==> config.mk <==
export PLATFORM = sky130hd
export DESIGN_NAME = fetch_unit
export DESIGN_NICKNAME = d
export VERILOG_FILES = /design/src/rtl/fetch_pkg.sv /design/src/rtl/fetch_fifo.sv /design/src/rtl/fetch_unit.sv
export SDC_FILE = /design/constraint.sdc
export NUM_CORES = 1
export LEC_CHECK = 0
export CAP_MARGIN = 10
export CORE_ASPECT_RATIO = 1.25
export CORE_MARGIN = 5
export CORE_UTILIZATION = 48
export CTS_CLUSTER_SIZE = 28
export DETAILED_ROUTE_END_ITERATION = 8
export GPL_TIMING_DRIVEN = 0
export MAX_ROUTING_LAYER = met4
export PLACE_DENSITY = 0.77
export SLEW_MARGIN = 20
export SYNTH_ARGS = -nofsm -noshare
export SYNTH_HDL_FRONTEND = slang
export SYNTH_HIERARCHICAL = 1
export SYNTH_SLANG_ARGS = --single-unit
==> constraint.sdc <==
create_clock -name clk -period 7.05 [get_ports clk]
set_clock_uncertainty 0.15 [all_clocks]
set_input_delay 0.705 -clock clk [delete_from_list [all_inputs] [get_ports clk]]
set_output_delay 0.705 -clock clk [all_outputs]
set_load 0.005 [all_outputs]
==> src/rtl/fetch_pkg.sv <==
// Shared types and constants for the instruction fetch unit and its queue.
package fetch_pkg;

    localparam logic [31:0] INSTR_NOP        = 32'h0000_0013;
    localparam logic [31:0] DEFAULT_RESET_PC = 32'h0000_0000;

    typedef struct packed {
        logic [31:0] pc;
        logic [31:0] instr;
    } fetch_entry_t;

endpackage

==> src/rtl/fetch_fifo.sv <==
// Synchronous FIFO of fetched instructions with flush; head is read from registered storage.
module fetch_fifo
    import fetch_pkg::*;
#(
    parameter  int DEPTH = 2,
    localparam int CNT_W = $clog2(DEPTH + 1),
    localparam int PTR_W = (DEPTH > 1) ? $clog2(DEPTH) : 1
) (
    input  logic               clk,
    input  logic               rst,
    input  logic               flush_i,
    input  logic               push_i,
    input  fetch_entry_t       push_data_i,
    input  logic               pop_i,
    output fetch_entry_t       head_o,
    output logic               full_o,
    output logic               empty_o,
    output logic [CNT_W-1:0]   count_o
);

    fetch_entry_t     mem_q [DEPTH];
    logic [PTR_W-1:0] wr_ptr_q, rd_ptr_q;
    logic [CNT_W-1:0] count_q;
    logic             do_push, do_pop;

    function automatic logic [PTR_W-1:0] ptr_incr(input logic [PTR_W-1:0] p);
        return (p == PTR_W'(DEPTH - 1)) ? '0 : p + 1'b1;
    endfunction

    assign empty_o = (count_q == '0);
    assign full_o  = (count_q == CNT_W'(DEPTH));
    assign count_o = count_q;
    assign do_pop  = pop_i && !empty_o;
    assign do_push = push_i && (!full_o || do_pop);
    assign head_o  = mem_q[rd_ptr_q];

    always_ff @(posedge clk or posedge rst) begin
        if (rst) begin
            wr_ptr_q <= '0;
            rd_ptr_q <= '0;
            count_q  <= '0;
        end else if (flush_i) begin
            wr_ptr_q <= '0;
            rd_ptr_q <= '0;
            count_q  <= '0;
        end else begin
            if (do_push) wr_ptr_q <= ptr_incr(wr_ptr_q);
            if (do_pop)  rd_ptr_q <= ptr_incr(rd_ptr_q);
            count_q <= count_q + CNT_W'(do_push) - CNT_W'(do_pop);
        end
    end

    // NOTE: storage is deliberately not reset; validity comes from count_q alone.
    always_ff @(posedge clk) begin
        if (do_push && !flush_i) mem_q[wr_ptr_q] <= push_data_i;
    end

endmodule

==> src/rtl/fetch_unit.sv <==
// In-order instruction fetch: issues word fetches, queues responses for decode, and
// squashes in-flight responses after a redirect.
module fetch_unit
    import fetch_pkg::*;
#(
    parameter logic [31:0] RESET_PC = DEFAULT_RESET_PC,
    parameter int          FQ_DEPTH = 2
) (
    input  logic        clk,
    input  logic        rst,
    output logic        imem_req_valid,
    input  logic        imem_req_ready,
    output logic [31:0] imem_req_addr,
    input  logic        imem_resp_valid,
    input  logic [31:0] imem_resp_data,
    input  logic        redirect_valid,
    input  logic [31:0] redirect_pc,
    output logic        id_valid,
    input  logic        id_ready,
    output logic [31:0] id_instr,
    output logic [31:0] id_pc
);

    localparam int CNT_W = $clog2(FQ_DEPTH + 1);

    logic [31:0]      fetch_pc_q, fetch_pc_d;
    logic [31:0]      resp_pc_q, resp_pc_d;
    logic [CNT_W-1:0] outstanding_q, outstanding_d;
    logic [CNT_W-1:0] drop_cnt_q, drop_cnt_d;

    logic             fifo_push, fifo_pop, fifo_flush, fifo_full, fifo_empty;
    logic [CNT_W-1:0] fifo_count;
    fetch_entry_t     fifo_head, fifo_in;

    logic [CNT_W:0]   in_flight;
    logic [31:0]      redirect_base;
    logic             accept, resp_live;

    assign in_flight      = {1'b0, outstanding_q} + {1'b0, fifo_count};
    assign redirect_base  = redirect_pc & ~32'h3;
    assign imem_req_valid = !rst && !redirect_valid && (in_flight < (CNT_W + 1)'(FQ_DEPTH));
    assign imem_req_addr  = fetch_pc_q;
    assign accept         = imem_req_valid && imem_req_ready;
    // A response with nothing outstanding belongs to a request issued before reset.
    assign resp_live      = imem_resp_valid && (outstanding_q != '0);
    assign fifo_in        = '{pc: resp_pc_q, instr: imem_resp_data};
    assign fifo_pop       = id_valid && id_ready && !redirect_valid;

    // NOTE: every always_comb output gets a default first so no latch is inferred.
    always_comb begin
        fetch_pc_d    = fetch_pc_q;
        resp_pc_d     = resp_pc_q;
        outstanding_d = outstanding_q;
        drop_cnt_d    = drop_cnt_q;
        fifo_push     = 1'b0;
        fifo_flush    = 1'b0;
        if (redirect_valid) begin
            fetch_pc_d    = redirect_base;
            resp_pc_d     = redirect_base;
            fifo_flush    = 1'b1;
            outstanding_d = outstanding_q - CNT_W'(resp_live);
            drop_cnt_d    = outstanding_d;
        end else begin
            if (accept) fetch_pc_d = fetch_pc_q + 32'd4;
            if (resp_live) begin
                if (drop_cnt_q != '0) begin
                    drop_cnt_d = drop_cnt_q - 1'b1;
                end else if (!fifo_full) begin
                    fifo_push = 1'b1;
                    resp_pc_d = resp_pc_q + 32'd4;
                end
            end
            outstanding_d = outstanding_q + CNT_W'(accept) - CNT_W'(resp_live);
        end
    end

    always_ff @(posedge clk or posedge rst) begin
        if (rst) begin
            fetch_pc_q    <= RESET_PC;
            resp_pc_q     <= RESET_PC;
            outstanding_q <= '0;
            drop_cnt_q    <= '0;
        end else begin
            fetch_pc_q    <= fetch_pc_d;
            resp_pc_q     <= resp_pc_d;
            outstanding_q <= outstanding_d;
            drop_cnt_q    <= drop_cnt_d;
        end
    end

    fetch_fifo #(.DEPTH(FQ_DEPTH)) u_fifo (
        .clk         (clk),
        .rst         (rst),
        .flush_i     (fifo_flush),
        .push_i      (fifo_push),
        .push_data_i (fifo_in),
        .pop_i       (fifo_pop),
        .head_o      (fifo_head),
        .full_o      (fifo_full),
        .empty_o     (fifo_empty),
        .count_o     (fifo_count)
    );

    assign id_valid = !fifo_empty;
    assign id_instr = id_valid ? fifo_head.instr : INSTR_NOP;
    assign id_pc    = id_valid ? fifo_head.pc    : 32'h0;

endmodule

==> results.sh <==
export IMPL_synthCells=731
export IMPL_yosysSeqAreaShare=0.6101
export IMPL_drcViolationCount=0
export IMPL_hold_depth=0
export IMPL_die_w_um=133.1
export IMPL_grt_pass1_wl_um=35180
export IMPL_ir_drop_mv=0.1856
export IMPL_crit_path_end_kind="flip-flop"
export IMPL_htree_levels=4
export IMPL_synth_edf_count=128
export IMPL_worstPathArrival_ns=4.03
export IMPL_viasPerCell=5.621
export IMPL_io_buffers=163
export IMPL_crit_cells=11
export IMPL_syn_avg_cell_area_um2=12.43
export IMPL_grt_overflow=0
export IMPL_ant_nets=0
export IMPL_yosys_warnings=6
export IMPL_antenna_found_initial=0
export IMPL_fin_crit_sh=0.5738
export IMPL_tightest_slew_ns=0.7869
export IMPL_grt_max_degree=48
export IMPL_most_common_layout_cells="clkdlybuf4s50_1, edfxtp_1, dfrtp_1, nor2b_1, nand2_1"
export IMPL_cts_resized=0
export IMPL_hold_slack_ns=0.3698
export IMPL_cts_setup_buffers=0
export IMPL_vias=6633
export IMPL_row_count=56
export IMPL_clk_latency_ns=0.43
export IMPL_cts_root_buf="clkbuf_16"
export IMPL_wire_per_inst_um=18.91
export IMPL_initial_utilization=0.4858
export IMPL_clockBufferDepth=2
export IMPL_critical_path_most_common_cell="buf_6"
export IMPL_final_common_cell="clkdlybuf4s50_1"
export IMPL_drive_gt1_frac=0.09599
export IMPL_layout_nets=1013
export IMPL_grt_usage=0.2128
export IMPL_synth_area_top_cells="edfxtp_1, dfrtp_1, mux2_1"
export IMPL_r2r_slack_ns=3.47
export IMPL_place_area_um2=11210
export IMPL_clkSinkCount=196
export IMPL_io_pins=168
export IMPL_hold_path_class="flip-flop to flip-flop"
export IMPL_synth_top_area_cell="edfxtp_1"
export IMPL_dieArea_um2=21800
export IMPL_max_cap_viol_count=0
export IMPL_cellLeakagePower_uw=0.004210
export IMPL_area_growth_pct=29.60
export IMPL_maxSlewHeadroom=0.4743
export IMPL_nFillCells=1449
export IMPL_grt_pass1_vias=6655
export IMPL_first_iter_violations=521
export IMPL_drv_slew=0
export IMPL_synth_top_area_frac=0.4229
export IMPL_fmax_mhz=247.2
export IMPL_cts_tree="yes"
export IMPL_core_um2=18710
export IMPL_crit_chain="clkdlybuf4s50_1 -> buf_6 -> clkbuf_1 -> clkbuf_1 -> nor2_1 -> o21ai_2 -> nor3b_2 -> buf_6 -> buf_4 -> buf_4 -> buf_6"
export IMPL_pwr_density_cell_nw_per_um2=227.3
export IMPL_clk_pin_slew_ns=0.07
export IMPL_crit_path_start_kind="input port"
export IMPL_path_class="input port to flip-flop"
export IMPL_reg2reg_depth=11
export IMPL_cp_num_buf_inv=8
export IMPL_final_setup_viol_count=0
export IMPL_gp_congestion=0.9213
export IMPL_ys_flop_type="edfxtp_1"
export IMPL_status="completed"
export IMPL_first_pass_iters=5
export IMPL_hold_buffers=0
export IMPL_yosysUniqueCellTypes=60
export IMPL_dpl_hpwl_um=16570
export IMPL_cp_max_fo=10
export IMPL_syn_area_um2=9089
export IMPL_cp_slowest_cell="clkdlybuf4s50_1"
export IMPL_rsz0062_at_grt="no"
export IMPL_synthArstFlopShare=0.3469
export IMPL_slowest_delay_ns=0.60
export IMPL_path_delay_family="buffers and inverters"
export IMPL_fin_area_um2=11780
export IMPL_fin_crit_ns=4.045
export IMPL_routed_wirelength_um=22310
export IMPL_diodes=0
export IMPL_die_h_um=163.8
export IMPL_crit_required_ns=7.04
export IMPL_synth_seq_cells=196
export IMPL_hold_viol=0
export IMPL_cts_made_buffers=17
## cell usage after synthesis, types with 5 or more instances
cell type,n
a21oi_1,9
a31oi_1,6
and3_1,11
buf_2,5
buf_6,6
clkbuf_1,20
dfrtp_1,68
edfxtp_1,128
ha_1,7
inv_1,22
mux2_1,51
mux2_2,14
nand2_1,58
nand3_1,32
nand4_1,19
nor2_1,25
nor2b_1,65
nor3_1,12
nor4_1,14
o211ai_1,8
o21ai_0,52
o311ai_0,7
xnor2_1,28
xor2_1,6
## layout make-up
type / count / area [um2] / area share
buffer: 33 / 182.7 / 0.01551
clock buffer: 19 / 432.9 / 0.03675
clock inverter: 13 / 133.9 / 0.01137
inverter: 23 / 88.84 / 0.007542
multi-input combinational: 484 / 3303 / 0.2804
sequential: 196 / 5545 / 0.4708
tap: 232 / 290.3 / 0.02464
timing repair buffer: 180 / 1802 / 0.1530
## registers in the layout, indices dropped and copies added, names as in the netlist
name             count
drop_cnt_q           2
imem_req_addr       30
outstanding_q        2
resp_pc_q           30
u_fifo/count_o       2
u_fifo/mem_q       128
u_fifo/rd_ptr_q      1
u_fifo/wr_ptr_q      1
## stage by stage
step / power, uW / cells / utilization / setup WS [ns] / TNS (ns)
after floorplan: 1580 / 736 / - / 0.02001 / 0
after global placement: 1740 / 1131 / 0.5896 / -3.592 / -424.42
after detailed placement: 1755 / 1148 / 0.5993 / 2.580 / 0
after CTS: 2693 / 1180 / 0.6296 / 2.963 / 0
after global routing: 2789 / 1180 / 0.6296 / 2.761 / 0
final: 2677 / 1180 / 0.6296 / 3.005 / 0
## cell families after synthesis
logic type / after synthesis / share of synthesized area
adders and majority gates: 8 / 0.01184
DFF: 196 / 0.6101
other: 1 / 0.0004126
AOI/OAI and AO/OA: 96 / 0.06402
and+or+nand+nor: 273 / 0.1680
muxes: 67 / 0.08329
buffers and inverters: 56 / 0.02960
xor gates and xnor gates: 34 / 0.03276
## per-layer routing
layer | up-vias | part of all wire | global-route usage
met5 | - | 0 | -
met2 | 296 | 0.50 | 0.3498
met3 | 70 | 0.053 | 0.03707
met4 | 0 | 0.040 | 0.1021
met1 | 3184 | 0.41 | 0.2564
li1 | 3083 | - | -
## final timing paths
| path | from | end |
|---|---|---|
| max reg2reg | u_fifo/count_o[0]$_DFF_PP0_ | u_fifo/mem_q[1][27]$_DFFE_PP_ |
| max | redirect_valid | u_fifo/mem_q[1][27]$_DFFE_PP_ |
| min | resp_pc_q[29]$_DFFE_PP0P_ | u_fifo/mem_q[1][61]$_DFFE_PP_ |
| min reg2reg | resp_pc_q[29]$_DFFE_PP0P_ | u_fifo/mem_q[1][61]$_DFFE_PP_ |
| min in group asynchronous | rst | u_fifo/rd_ptr_q$_DFFE_PP0P_ |
| max in group asynchronous | rst | resp_pc_q[22]$_DFFE_PP0P_ |
## where the power goes
part | internal [uW] | leakage [uW] | switching [uW]
combinational | 178 | 0.00195 | 172
clock | 523 | 0.000275 | 415
sequential | 1310 | 0.00199 | 82.4
Note: power is estimated with default switching activity, not from simulation.
